===== config.mk =====
export PLATFORM = sky130hd
export DESIGN_NAME = tdm_demux_4to1_flat
export DESIGN_NICKNAME = d
export VERILOG_FILES = /design/src/rtl/tdm_demux_4to1_if.sv /design/src/rtl/tdm_demux_4to1.sv /design/src/flat_wrapper.sv
export SDC_FILE = /design/constraint.sdc
export NUM_CORES = 1
export LEC_CHECK = 0
export CORE_AREA = 5 5 53 55
export DETAILED_ROUTE_END_ITERATION = 12
export DIE_AREA = 0 0 58 60
export GPL_TIMING_DRIVEN = 0
export HOLD_SLACK_MARGIN = 0.1
export PLACE_DENSITY = 0.56
export SLEW_MARGIN = 0
export SYNTH_ARGS = -nofsm -noshare
export SYNTH_HDL_FRONTEND = slang
export SYNTH_SLANG_ARGS = --single-unit

===== constraint.sdc =====
create_clock -name i_clk -period 1.8 [get_ports i_clk]
set_clock_uncertainty 0.2 [all_clocks]
set_input_delay 0.36 -clock i_clk [delete_from_list [all_inputs] [get_ports i_clk]]
set_output_delay 0.36 -clock i_clk [all_outputs]
set_load 0.01 [all_outputs]

===== src/rtl/tdm_demux_4to1_if.sv =====
// tdm_demux_4to1_if: serial TDM input and buffered parallel word output of the 4:1 demux
interface tdm_demux_4to1_if #(
  parameter int LANES = 4,
  parameter int SEL_W = $clog2(LANES)
);
  logic             i_bit;
  logic             i_bit_valid;
  logic             i_sync;
  logic             i_ready;
  logic [SEL_W-1:0] o_sel;
  logic [LANES-1:0] o_data;
  logic             o_valid;
  logic             o_overrun;
  logic             o_sync_err;
  modport master (
    output i_bit, i_bit_valid, i_sync, i_ready,
    input  o_sel, o_data, o_valid, o_overrun, o_sync_err
  );
  modport slave (
    input  i_bit, i_bit_valid, i_sync, i_ready,
    output o_sel, o_data, o_valid, o_overrun, o_sync_err
  );
endinterface


===== src/rtl/tdm_demux_4to1.sv =====
// tdm_demux_4to1: tracks TDM slots, routes serial bits to lanes, and buffers reassembled words
module tdm_demux_4to1 #(
  parameter int LANES = 4,
  parameter int SEL_W = $clog2(LANES)
) (
  input logic              i_clk,
  input logic              i_rst_n,
  tdm_demux_4to1_if.slave  bus
);
  typedef enum logic {HUNT, COLLECT} state_t;
  state_t           state, state_nx;
  logic [SEL_W-1:0] slot, slot_nx;
  logic [LANES-1:0] lanes, lanes_nx, word, data, data_nx;
  logic             valid, valid_nx, overrun, overrun_nx, sync_err, sync_err_nx, done;
  always_comb begin
    state_nx    = state;
    slot_nx     = slot;
    lanes_nx    = lanes;
    sync_err_nx = sync_err;
    done        = 1'b0;
    word        = lanes;
    word[slot]  = bus.i_bit;
    // a sync in HUNT, or a misplaced sync mid-frame, restarts the frame at lane 0
    if (bus.i_bit_valid) begin
      if (bus.i_sync && (state == HUNT || slot != '0)) begin
        state_nx    = COLLECT;
        slot_nx     = SEL_W'(1);
        lanes_nx    = LANES'(bus.i_bit);
        sync_err_nx = sync_err | (state == COLLECT);
      end else if (state == COLLECT) begin
        lanes_nx = word;
        done     = slot == SEL_W'(LANES - 1);
        slot_nx  = done ? '0 : slot + SEL_W'(1);
      end
    end
    data_nx    = data;
    valid_nx   = valid & ~bus.i_ready;
    overrun_nx = overrun;
    if (done) begin
      if (!valid || bus.i_ready) begin
        data_nx  = word;
        valid_nx = 1'b1;
      end else begin
        overrun_nx = 1'b1;
      end
    end
  end
  always_ff @(posedge i_clk) begin
    if (!i_rst_n) begin
      state    <= HUNT;
      slot     <= '0;
      lanes    <= '0;
      data     <= '0;
      valid    <= 1'b0;
      overrun  <= 1'b0;
      sync_err <= 1'b0;
    end else begin
      state    <= state_nx;
      slot     <= slot_nx;
      lanes    <= lanes_nx;
      data     <= data_nx;
      valid    <= valid_nx;
      overrun  <= overrun_nx;
      sync_err <= sync_err_nx;
    end
  end
  assign bus.o_sel      = slot;
  assign bus.o_data     = data;
  assign bus.o_valid    = valid;
  assign bus.o_overrun  = overrun;
  assign bus.o_sync_err = sync_err;
endmodule

===== src/flat_wrapper.sv =====
// flat-port wrapper written by rule: the top's interface ports become plain ports
module tdm_demux_4to1_flat 
#(
  parameter int LANES = 4,
  parameter int SEL_W = $clog2(LANES)
)
  (i_clk, i_rst_n, bus_i_bit, bus_i_bit_valid, bus_i_sync, bus_i_ready, bus_o_sel, bus_o_data, bus_o_valid, bus_o_overrun, bus_o_sync_err);
  tdm_demux_4to1_if #(.LANES(LANES), .SEL_W(SEL_W)) bus_i ();
  input logic i_clk;
  input logic i_rst_n;
  input wire logic [$bits(bus_i.i_bit)-1:0] bus_i_bit;
  input wire logic [$bits(bus_i.i_bit_valid)-1:0] bus_i_bit_valid;
  input wire logic [$bits(bus_i.i_sync)-1:0] bus_i_sync;
  input wire logic [$bits(bus_i.i_ready)-1:0] bus_i_ready;
  output wire logic [$bits(bus_i.o_sel)-1:0] bus_o_sel;
  output wire logic [$bits(bus_i.o_data)-1:0] bus_o_data;
  output wire logic [$bits(bus_i.o_valid)-1:0] bus_o_valid;
  output wire logic [$bits(bus_i.o_overrun)-1:0] bus_o_overrun;
  output wire logic [$bits(bus_i.o_sync_err)-1:0] bus_o_sync_err;
  assign bus_i.i_bit = bus_i_bit;
  assign bus_i.i_bit_valid = bus_i_bit_valid;
  assign bus_i.i_sync = bus_i_sync;
  assign bus_i.i_ready = bus_i_ready;
  assign bus_o_sel = bus_i.o_sel;
  assign bus_o_data = bus_i.o_data;
  assign bus_o_valid = bus_i.o_valid;
  assign bus_o_overrun = bus_i.o_overrun;
  assign bus_o_sync_err = bus_i.o_sync_err;
  tdm_demux_4to1 #(.LANES(LANES), .SEL_W(SEL_W)) u_core (.i_clk(i_clk), .i_rst_n(i_rst_n), .bus(bus_i));
endmodule

Word-level counts from Yosys, hierarchy flattened --
Index checks and enable logic that the tools add are counted.
Word-level totals: output and inout port bits 9, flip-flop bits (word level) 14, word-level logic and storage cells 40
Cells by class: multiplexer cells 13, bitwise operators 5, reductions and logical operators 11, equal/unequal tests 1, add/sub/neg operators 1, $lt $le $gt $ge 2
Operators by type and width (number):
- 4-bit two-way mux | 2
- 2-bit AND reduction | 4
- 1-bit two-way mux | 6
- 2-bit two-way mux | 3
- 4-bit bitwise mux | 1
- 2-bit nonzero test | 2
- 2-bit by 3-bit less-than comparator with 1-bit output, second input constant | 1
- 1-bit inverter | 3
- 2-bit by 1-bit adder with 2-bit output, second input constant | 1
- 1-bit demux with 2-bit select | 1
- 2-bit == test, second input constant | 1
- 2-bit by 1-bit greater-or-equal comparator with 1-bit output, second input constant | 1
- 1-bit logical AND | 2
- 1-bit logical OR | 2
- 1-bit AND | 1
- 1-bit logical NOT | 1
- 1-bit bitwise OR | 1

Longest topological paths before layout --
Gate-level depths: netlist of run 1.
depth after elaboration 7, mapped depth 5, mapped depth without buffers 5

Least setup slack after synthesis of run 1 --
No wires, ideal clock.
path kind register to register, from register u_core.slot[0] (netlist: u_core.bus.o_sel[0]), to register u_core.lanes[3], clock period less this slack 1.587 ns, data required time 1.480 ns, buffers on the path 0, setup slack 0.213 ns, arrival time 1.267 ns, library setup time 0.120 ns, stages on the path, launching flop included 5, cell sequence dfxtp_1 ha_1 mux2_2 a32oi_1 nor2_1
On the way: cells in the longest elaborated chain, start to end 7, elaborated cells between the ends (all ways) 13
Ends and longest elaborated chain:
- from (decl) | line tdm_demux_4to1.sv:12 | logic [SEL_W-1:0] slot, slot_nx;
- from (signal assigned) | line tdm_demux_4to1.sv:59 | slot <= slot_nx;
- 2-bit by 3-bit less-than comparator with 1-bit output (not written as such) or 2-bit by 1-bit greater-or-equal comparator with 1-bit output (tied branches) | line tdm_demux_4to1.sv:22 | word[slot] = bus.i_bit;
- 1-bit logical AND (not written as such) | line tdm_demux_4to1.sv:22
- 1-bit two-way mux (not written as such) | line tdm_demux_4to1.sv:22
- 1-bit demux with 2-bit select
- 4-bit bitwise mux | line tdm_demux_4to1.sv:22
- 4-bit two-way mux | line tdm_demux_4to1.sv:30 | end else if (state == COLLECT) begin
- 4-bit two-way mux | line tdm_demux_4to1.sv:25 | if (bus.i_sync && (state == HUNT || slot != '0)) begin
- to (signal assigned) | line tdm_demux_4to1.sv:60 | lanes <= lanes_nx;
- to (decl) | line tdm_demux_4to1.sv:13 | logic [LANES-1:0] lanes, lanes_nx, word, data, data_nx;
Parallel ways exist; a longest one is shown, timed or not. The select of a mux whose other input is x is not followed. A chain may end at the register's enable or synchronous reset.

Final worst setup path of run 1 --
from register u_core.data[2] (netlist: u_core.bus.o_data[2]), to output port bus_o_data[2]
RTL lines:
- from (decl) | line tdm_demux_4to1.sv:13
- from (signal assigned) | line tdm_demux_4to1.sv:61 | data <= data_nx;
- to (decl) | line flat_wrapper.sv:16 | output wire logic [$bits(bus_i.o_data)-1:0] bus_o_data;
No word-level cell between the ends.

==> impl_results.html, run 1 <==
<table>
<tr><th>Metric</th><th>Value</th></tr>
<tr><th colspan="2">Finish</th></tr>
<tr><td>Synth-to-Final Area Change</td><td>34.1%</td></tr>
<tr><td>Post-route non-filler standard cell count</td><td>116</td></tr>
<tr><td>Antenna diode count</td><td>0</td></tr>
<tr><td>Seq. cell area</td><td>283 um2</td></tr>
<tr><td>Filler Cells Inserted</td><td>251</td></tr>
<tr><td>Count of nets after finishing</td><td>97</td></tr>
<tr><td>Share of post-route cells with drive strength above 1</td><td>15.1%</td></tr>
<tr><td>Multi-input logic area</td><td>343 um2</td></tr>
<tr><td>Post-Route Utilization</td><td>37.2%</td></tr>
<tr><th colspan="2">CTS</th></tr>
<tr><td>Root buffer cell</td><td>clkbuf_4</td></tr>
<tr><td>Clock tree from TritonCTS</td><td>yes</td></tr>
<tr><td>Clock tree sinks</td><td>14</td></tr>
<tr><td>Number of buffers inserted by hold repair at cts</td><td>0</td></tr>
<tr><td>Source-to-sink clock delay at the later pin of the worst-skew pair</td><td>280 ps</td></tr>
<tr><td>Register clock-pin slew on the reported worst setup and hold paths</td><td>90 ps</td></tr>
<tr><td>Longest Clk Path Bufs</td><td>2</td></tr>
<tr><td>Number of H-tree levels</td><td>1</td></tr>
<tr><td>TritonCTS Buffers</td><td>3</td></tr>
<tr><th colspan="2">Critical path</th></tr>
<tr><td>Cell type of the slowest stage on the worst timing path</td><td>clkdlybuf4s50_1</td></tr>
<tr><td>WP data required</td><td>1240 ps</td></tr>
<tr><td>Kind of capture point of the worst setup path</td><td>output port</td></tr>
<tr><td>Crit path DAT</td><td>1160 ps</td></tr>
<tr><td>Critical Path Start Type</td><td>flip-flop</td></tr>
<tr><td>Buffer and inverter count on the worst path</td><td>1</td></tr>
<tr><td>Critical path class</td><td>reg2out</td></tr>
<tr><td>Crit path largest cell delay</td><td>540 ps</td></tr>
<tr><td>Maximum fanout encountered on the critical timing path</td><td>2</td></tr>
<tr><td>Dominant delay contributor by cell family on the critical path</td><td>buffers and inverters</td></tr>
<tr><td>Cell-by-cell listing of the critical path</td><td>clkdlybuf4s50_1</td></tr>
<tr><th colspan="2">Synthesis</th></tr>
<tr><td>Most common cell in the synthesized netlist</td><td>dfxtp_1</td></tr>
<tr><td>Syn_area_per_cell</td><td>9.55 um2</td></tr>
<tr><td>Register area share after synthesis</td><td>43.2%</td></tr>
<tr><td>Synth async-reset ratio</td><td>0%</td></tr>
<tr><td>Most used flip-flop cell after synthesis</td><td>dfxtp_1</td></tr>
<tr><td>Number of instances in the synthesized netlist</td><td>68</td></tr>
<tr><td>Main area contributors after synthesis</td><td>dfxtp_1, ha_1, mux2_2</td></tr>
<tr><td>Yosys warning total</td><td>0</td></tr>
<tr><td>Number of nets produced by synthesis</td><td>78</td></tr>
<tr><td>Top cell type's share of synthesized area</td><td>43.2%</td></tr>
<tr><td>Post-synth EDFFs</td><td>0</td></tr>
<tr><td>Synthesized cell area</td><td>649 um2</td></tr>
<tr><td>Most instantiated cells after synthesis</td><td>dfxtp_1, nand2_1, nor2_1</td></tr>
<tr><td>Library cell with the largest summed area after synthesis</td><td>dfxtp_1</td></tr>
<tr><td>Number of unique standard cell types used by synthesis</td><td>21</td></tr>
<tr><td>Number of flip-flops and latches in the synthesized netlist</td><td>14</td></tr>
<tr><th colspan="2">Route</th></tr>
<tr><td>Via-per-instance ratio</td><td>4.56</td></tr>
<tr><td>Drt initial violations</td><td>18</td></tr>
<tr><td>Detailed Route WL</td><td>1330 um</td></tr>
<tr><td>Pre-Repair DR Iteration Count</td><td>2</td></tr>
<tr><td>Final routed wire length divided by cell count</td><td>11.5 um</td></tr>
<tr><td>Number of remaining DRC errors</td><td>0</td></tr>
<tr><td>Routed via count</td><td>529</td></tr>
<tr><td>Remaining number of nets flagged by the antenna check after routing</td><td>0</td></tr>
<tr><th colspan="2">Floorplan</th></tr>
<tr><td>Total core area</td><td>2340 um2</td></tr>
<tr><td>Width of the chip</td><td>58 um</td></tr>
<tr><td>I/O pin count</td><td>15</td></tr>
<tr><td>Die Height</td><td>60 um</td></tr>
<tr><td>Initial Utilization</td><td>27.7%</td></tr>
<tr><td>Die ar.</td><td>3480 um2</td></tr>
<tr><td>Number of standard-cell rows in the floorplan</td><td>18</td></tr>
<tr><th colspan="2">Placement</th></tr>
<tr><td>Placed wire-length estimate after detailed placement</td><td>998 um</td></tr>
<tr><td>Final estimated routing congestion in global placement</td><td>0.743</td></tr>
<tr><td>Number of input and output port buffers inserted</td><td>14</td></tr>
<tr><td>Post-placement cell count</td><td>112</td></tr>
<tr><th colspan="2">GRT</th></tr>
<tr><td>Grt ovf</td><td>0</td></tr>
<tr><td>Vias in the first global route</td><td>496</td></tr>
<tr><td>First-pass GRT wire length</td><td>2190 um</td></tr>
<tr><td>Antenna violations before repair</td><td>0</td></tr>
<tr><td>GR Util All Layers</td><td>8.75%</td></tr>
<tr><td>Largest net degree at the start of global routing</td><td>11</td></tr>
<tr><th colspan="2">STA</th></tr>
<tr><td>Worst rel slew slack</td><td>64.2%</td></tr>
<tr><td>Min Tclk post-route</td><td>1720 ps</td></tr>
<tr><td>Number of hold violations in the final report</td><td>0</td></tr>
<tr><td>Final Setup Violations</td><td>0</td></tr>
<tr><td>Final Slew Violations</td><td>0</td></tr>
<tr><td>Accumulated negative setup slack</td><td>0 ps</td></tr>
<tr><td>Slew at the pin closest to its max-slew limit</td><td>534 ps</td></tr>
<tr><td>Final Cycle Share</td><td>95.7%</td></tr>
<tr><td>Unrepaired setup endpoints after global routing</td><td>no</td></tr>
<tr><td>Highest achievable clock rate</td><td>0.580 GHz</td></tr>
<tr><th colspan="2">Flow run</th></tr>
<tr><td>Max-cap violations</td><td>0</td></tr>
<tr><th colspan="2">Pwr</th></tr>
<tr><td>Worst vdd rail ir drop</td><td>330 uV</td></tr>
<tr><td>Cell Pwr Density</td><td>707 nW/um2</td></tr>
<tr><td>Leak</td><td>0.382 nW</td></tr>
<tr><th colspan="2">Hold path</th></tr>
<tr><td>Hold/Removal Path Class</td><td>reg2reg</td></tr>
<tr><th colspan="2">Outcome</th></tr>
<tr><td>Outcome</td><td>complete, no violations</td></tr>
</table>
==> per-layer routing <==
metal	GRT usage, %	wire, um	part of all wire [%]
met1	10.4	636	48
met2	13.5	638	48
met3	1.94	43	3.2
met4	6.95	14	1.0
met5	0	0	0
==> what timing repair did <==
action,4_1_cts,5_1_grt
pin swaps,0,0
cloned,0,0
setup endpoints to repair,2,2
resized for setup,2,2
setup buffers,0,0
==> power breakdown <==
part | internal, mW | total [mW] | switching, mW
clock network | 0.123 | 0.230 | 0.107
logic | 0.0303 | 0.0649 | 0.0346
registers | 0.316 | 0.320 | 0.00480
total | 0.469 | 0.616 | 0.147
==> worst reg2reg max path, delay by kind of cell (launching register included) <==
| kind | cells | cell delay, ps |
|---|---|---|
| adder cells (fa/ha/maj) | 1 | 250 |
| buffers and inverters | 1 | 80 |
| flip-flops | 1 | 380 |
| multiplexers | 1 | 190 |
| AND/OR/NAND/NOR | 2 | 440 |
==> placed cells by master (no fill, tap or decap), types with 3 or more instances in the layout <==
cell             count
inv_1                4
nand2_1             11
clkdlybuf4s50_1     12
mux2i_1              4
dfxtp_1             12
mux2_2               4
ha_1                 4
clkbuf_4             3
nor2_1               7
a32oi_1              4
==> worst paths after layout <==
check / startpoint / endpoint / slack (ps) / cells past startpoint
worst max register to register: u_core.bus.o_sel[0]$_SDFFE_PN0P_ / u_core.bus.o_data[0]$_SDFFE_PN0P_ / 190 / 5
worst min register to register: u_core.bus.o_overrun$_SDFFE_PN0P_ / u_core.bus.o_overrun$_SDFFE_PN0P_ / 260 / 2
worst min-delay path: u_core.bus.o_overrun$_SDFFE_PN0P_ / u_core.bus.o_overrun$_SDFFE_PN0P_ / 260 / 2
worst max-delay path: u_core.bus.o_data[2]$_SDFFE_PN0P_ / bus_o_data[2] / 80 / 1
==> cell families after synthesis <==
kind of cell,count (synthesis),share of synthesized area [%]
AOI/OAI and AO/OA,12,13.3
adders and majority gates,4,7.71
buffers and inverters,6,4.05
DFF,14,43.2
muxes,8,13.1
and+or+nand+nor,24,18.7
==> per-stage QoR <==
stage               total power [mW]  setup slack, ps  hold WS [ps]  area, um2
detailed placement             0.393             -143           249        827
floorplan                      0.364              213           250        649
finish                         0.616             77.2           262        871
CTS                            0.627             18.0           266        866
global placement               0.392             -113           243        827
global route                   0.651             6.02           281        871
==> area by class of cell <==
type / count / share of cell area, %
Buffer: 2 / 1.29
Clock buffer: 4 / 4.17
Inverter: 4 / 1.72
Multi-Input combinational cell: 48 / 39.4
Sequential cell: 14 / 32.5
Tap cell: 30 / 4.31
Timing Repair Buffer: 14 / 16.7
==> sequential cells by signal, summed over array words and instances, names as in the netlist <==
name and cells:
u_core.bus.o_data 4, u_core.lanes 4, u_core.bus.o_sel 2, u_core.bus.o_overrun 1, u_core.bus.o_sync_err 1, u_core.bus.o_valid 1, u_core.state 1
No activity file was read; power rests on OpenSTA's default activity.
==> run 2, diff against run 1 <==
--- a/config.mk
+++ b/config.mk
@@ -11,6 +11,7 @@
 export GPL_TIMING_DRIVEN = 0
 export HOLD_SLACK_MARGIN = 0.1
 export PLACE_DENSITY = 0.56
+export REMOVE_ABC_BUFFERS = 1
 export SLEW_MARGIN = 0
 export SYNTH_ARGS = -nofsm -noshare
 export SYNTH_HDL_FRONTEND = slang
==> constraint.sdc (replaced) <==
create_clock -name i_clk -period 2.1 [get_ports i_clk]
set_clock_uncertainty 0.2 [all_clocks]
set_input_delay 0.42 -clock i_clk [delete_from_list [all_inputs] [get_ports i_clk]]
set_output_delay 0.42 -clock i_clk [all_outputs]
set_load 0.01 [all_outputs]
==> run 2 against run 1 <==
  * Die area stayed put
  * Combinational power fell by 17%
  * Sequential power shrank 14%
  * Critical endpoint is now bus_o_sel[1]
  * Sequential share of layout area rose by 0.42 points
  * Final cell count shrank 1.7%
  * Routed wire length is 5.9% lower
  * Worst setup slack better by 160 ps
  * Non-clock buffer count decreased by 2
  * Core utilization is 0.80 points lower
  * Via count fell by 2.3%
  * Sequential cell count stayed put
  * Worst hold slack worse by 3.2 ps
==> impl_results.html, run 2 (synthesis gave the netlist of run 1 again) <==
<table>
<tr><th>Metric</th><th>Value</th></tr>
<tr><th colspan="2">Placement</th></tr>
<tr><td>Final estimated routing congestion in global placement</td><td>0.735 (-1.1%)</td></tr>
<tr><td>Placed wire-length estimate after detailed placement</td><td>942 um (-5.6%)</td></tr>
<tr><td>Number of input and output port buffers inserted</td><td>14 (unchanged)</td></tr>
<tr><th colspan="2">Floorplan</th></tr>
<tr><td>I/O pin count</td><td>15 (unchanged)</td></tr>
<tr><td>Width of the chip</td><td>58 um (unchanged)</td></tr>
<tr><td>Number of standard-cell rows in the floorplan</td><td>18 (unchanged)</td></tr>
<tr><td>Die ar.</td><td>3480 um2 (unchanged)</td></tr>
<tr><td>Die Height</td><td>60 um (unchanged)</td></tr>
<tr><td>Initial Utilization</td><td>27.7% (unchanged)</td></tr>
<tr><td>Total core area</td><td>2340 um2 (unchanged)</td></tr>
<tr><th colspan="2">Route</th></tr>
<tr><td>Drt initial violations</td><td>11 (-7)</td></tr>
<tr><td>Remaining number of nets flagged by the antenna check after routing</td><td>0 (unchanged)</td></tr>
<tr><td>Pre-Repair DR Iteration Count</td><td>4 (+2)</td></tr>
<tr><td>Routed via count</td><td>517 (-2.3%)</td></tr>
<tr><td>Final routed wire length divided by cell count</td><td>11.0 um (-4.3%)</td></tr>
<tr><td>Number of remaining DRC errors</td><td>0 (unchanged)</td></tr>
<tr><td>Via-per-instance ratio</td><td>4.54 (-0.55%)</td></tr>
<tr><td>Detailed Route WL</td><td>1260 um (-5.9%)</td></tr>
<tr><th colspan="2">Pwr</th></tr>
<tr><td>Leak</td><td>0.342 nW (-11%)</td></tr>
<tr><td>Worst vdd rail ir drop</td><td>312 uV (-5.5%)</td></tr>
<tr><td>Power, Total</td><td>0.518 mW (-16%)</td></tr>
<tr><td>Cell Pwr Density</td><td>608 nW/um2 (-14%)</td></tr>
<tr><th colspan="2">CTS</th></tr>
<tr><td>Clock tree sinks</td><td>14 (unchanged)</td></tr>
<tr><td>Root buffer cell</td><td>clkbuf_4</td></tr>
<tr><td>Source-to-sink clock delay at the later pin of the worst-skew pair</td><td>270 ps (about the same)</td></tr>
<tr><td>Number of H-tree levels</td><td>1 (unchanged)</td></tr>
<tr><td>Buffers inserted during post-CTS setup optimization</td><td>0 (unchanged)</td></tr>
<tr><td>Longest Clk Path Bufs</td><td>2 (unchanged)</td></tr>
<tr><td>Clock tree from TritonCTS</td><td>yes</td></tr>
<tr><td>Number of buffers inserted by hold repair at cts</td><td>0 (unchanged)</td></tr>
<tr><td>TritonCTS Buffers</td><td>3 (unchanged)</td></tr>
<tr><td>Post-CTS Resized</td><td>0 (-2)</td></tr>
<tr><td>Register clock-pin slew on the reported worst setup and hold paths</td><td>90 ps (about the same)</td></tr>
<tr><th colspan="2">STA</th></tr>
<tr><td>Worst rel slew slack</td><td>65.0% (+0.81 points)</td></tr>
<tr><td>Final Cycle Share</td><td>88.6%</td></tr>
<tr><td>Final Setup Violations</td><td>0 (unchanged)</td></tr>
<tr><td>Worst hold slack after final layout</td><td>259 ps (-3.23 ps)</td></tr>
<tr><td>Highest achievable clock rate</td><td>0.537 GHz</td></tr>
<tr><td>Unrepaired setup endpoints after global routing</td><td>no</td></tr>
<tr><td>Final Slew Violations</td><td>0 (unchanged)</td></tr>
<tr><td>Accumulated negative setup slack</td><td>0 ps (unchanged)</td></tr>
<tr><td>Min Tclk post-route</td><td>1860 ps</td></tr>
<tr><td>Slew at the pin closest to its max-slew limit</td><td>522 ps (-12.0 ps)</td></tr>
<tr><td>Number of hold violations in the final report</td><td>0 (unchanged)</td></tr>
<tr><th colspan="2">Finish</th></tr>
<tr><td>Synth-to-Final Area Change</td><td>31.2%</td></tr>
<tr><td>Seq. cell area</td><td>280 um2 (-0.88%)</td></tr>
<tr><td>Filler Cells Inserted</td><td>262 (+4.4%)</td></tr>
<tr><td>Multi-input logic area</td><td>343 um2 (unchanged)</td></tr>
<tr><td>Share of post-route cells with drive strength above 1</td><td>11.9% (-3.2 points)</td></tr>
<tr><td>Count of nets after finishing</td><td>95 (-2.1%)</td></tr>
<tr><td>Post-Route Utilization</td><td>36.4% (-0.80 points)</td></tr>
<tr><td>Antenna diode count</td><td>0 (unchanged)</td></tr>
<tr><td>Most used cells in the layout excluding fill and tap cells</td><td>clkdlybuf4s50_1, dfxtp_1, nand2_1</td></tr>
<tr><th colspan="2">Critical path</th></tr>
<tr><td>Critical R2R Capture</td><td>u_core.bus.o_data[0]$_SDFFE_PN0P_</td></tr>
<tr><td>Buffer and inverter count on the worst path</td><td>1 (unchanged)</td></tr>
<tr><td>Dominant delay contributor by cell family on the critical path</td><td>buffers and inverters</td></tr>
<tr><td>Crit path largest cell delay</td><td>570 ps (+30 ps)</td></tr>
<tr><td>Flop2flop setup slack</td><td>470 ps (+280 ps)</td></tr>
<tr><td>Cell-by-cell listing of the critical path</td><td>clkdlybuf4s50_1</td></tr>
<tr><td>Crit path DAT</td><td>1240 ps (+80 ps)</td></tr>
<tr><td>Startpoint of the worst-slack reg-to-reg timing path</td><td>u_core.bus.o_sel[0]$_SDFFE_PN0P_</td></tr>
<tr><td>Critical path class</td><td>reg2out</td></tr>
<tr><td>Cells on worst reg2reg path</td><td>5 (unchanged)</td></tr>
<tr><td>WP data required</td><td>1480 ps (+240 ps)</td></tr>
<tr><td>Kind of capture point of the worst setup path</td><td>output port</td></tr>
<tr><td>Maximum fanout encountered on the critical timing path</td><td>5 (+3)</td></tr>
<tr><td>Critical Path Start Type</td><td>flip-flop</td></tr>
<tr><td>Cell type of the slowest stage on the worst timing path</td><td>clkdlybuf4s50_1</td></tr>
<tr><th colspan="2">Hold path</th></tr>
<tr><td>Hold path endpoint</td><td>u_core.bus.o_data[1]$_SDFFE_PN0P_</td></tr>
<tr><td>Hold/Removal Path Class</td><td>reg2reg</td></tr>
<tr><td>Cell depth of the worst min-delay path</td><td>2 (unchanged)</td></tr>
<tr><td>Min-Delay Startpoint</td><td>u_core.bus.o_data[1]$_SDFFE_PN0P_</td></tr>
<tr><th colspan="2">GRT</th></tr>
<tr><td>Grt ovf</td><td>0 (unchanged)</td></tr>
<tr><td>First-pass GRT wire length</td><td>1990 um (-9.1%)</td></tr>
<tr><td>Antenna violations before repair</td><td>0 (unchanged)</td></tr>
<tr><td>Vias in the first global route</td><td>467 (-5.8%)</td></tr>
<tr><td>GR Util All Layers</td><td>7.72% (-1.0 points)</td></tr>
<tr><td>Largest net degree at the start of global routing</td><td>14 (+3)</td></tr>
<tr><th colspan="2">Outcome</th></tr>
<tr><td>Outcome</td><td>complete, no violations</td></tr>
<tr><th colspan="2">Flow run</th></tr>
<tr><td>Max-cap violations</td><td>0 (unchanged)</td></tr>
</table>
[run 2: worst max path at each step]
stage                                                start                           endpoint  slack [ps]  depth (start not counted)
after global routing      u_core.bus.o_sel[1]$_SDFFE_PN0P_                       bus_o_sel[1]         170                          1
after CTS                 u_core.bus.o_sel[1]$_SDFFE_PN0P_                       bus_o_sel[1]         220                          1
after detailed placement                        bus_i_sync   u_core.bus.o_sel[0]$_SDFFE_PN0P_          90                          4
final                     u_core.bus.o_sel[1]$_SDFFE_PN0P_                       bus_o_sel[1]         240                          1
after global placement                             i_rst_n  u_core.bus.o_overrun$_SDFFE_PN0P_         120                          3
after floorplan           u_core.bus.o_sel[0]$_SDFFE_PN0P_       u_core.lanes[3]$_SDFFE_PN0P_         510                          4
[run 2: final cells by class]
class,instances,share of cell area (%)
inverter,4,1.76
multi-input combinational,48,40.2
clock buffer,4,4.26
sequential,14,32.9
timing repair buffer,14,16.4
tap,30,4.41
[run 2: per-stage QoR]
step                      worst slack (ps)  cell area, um2  std cells
after global routing                   169             852        114
after detailed placement              91.9             816        110
after floorplan                        513             638         66
after CTS                              221             852        114
after global placement                 120             816        110
final                                  239             852        114
[run 2: report_power, final]
part           total (mW)  internal [mW]  switching [mW]
logic              0.0538         0.0250          0.0288
registers           0.274          0.270         0.00401
clock network       0.191          0.105          0.0853
[run 2: worst min-delay path, stage by stage (launching register included)]
cell,delay (ps)
dfxtp_1,320
nand2_1,50
mux2i_1,50
[run 2: metal layers]
layer	up-vias	part of all wire (%)	wire (um)	global-route usage (%)
met2	8	47	591	11.9
li1	272	-	-	-
met1	235	48	600	9.38
met5	-	0	0	0
met4	0	1.1	14	3.97
met3	2	3.8	48	2.81
==> run 3, diff against run 2 <==
--- a/config.mk
+++ b/config.mk
@@ -5,6 +5,7 @@
 export SDC_FILE = /design/constraint.sdc
 export NUM_CORES = 1
 export LEC_CHECK = 0
+export CAP_MARGIN = 5
 export CORE_AREA = 5 5 53 55
 export DETAILED_ROUTE_END_ITERATION = 12
 export DIE_AREA = 0 0 58 60
@@ -16,3 +17,4 @@
 export SYNTH_ARGS = -nofsm -noshare
 export SYNTH_HDL_FRONTEND = slang
 export SYNTH_SLANG_ARGS = --single-unit
+export TNS_END_PERCENT = 1
==> results of run 3 <==
Same layout as run 2: the final DEF is identical, and so are final timing and power.
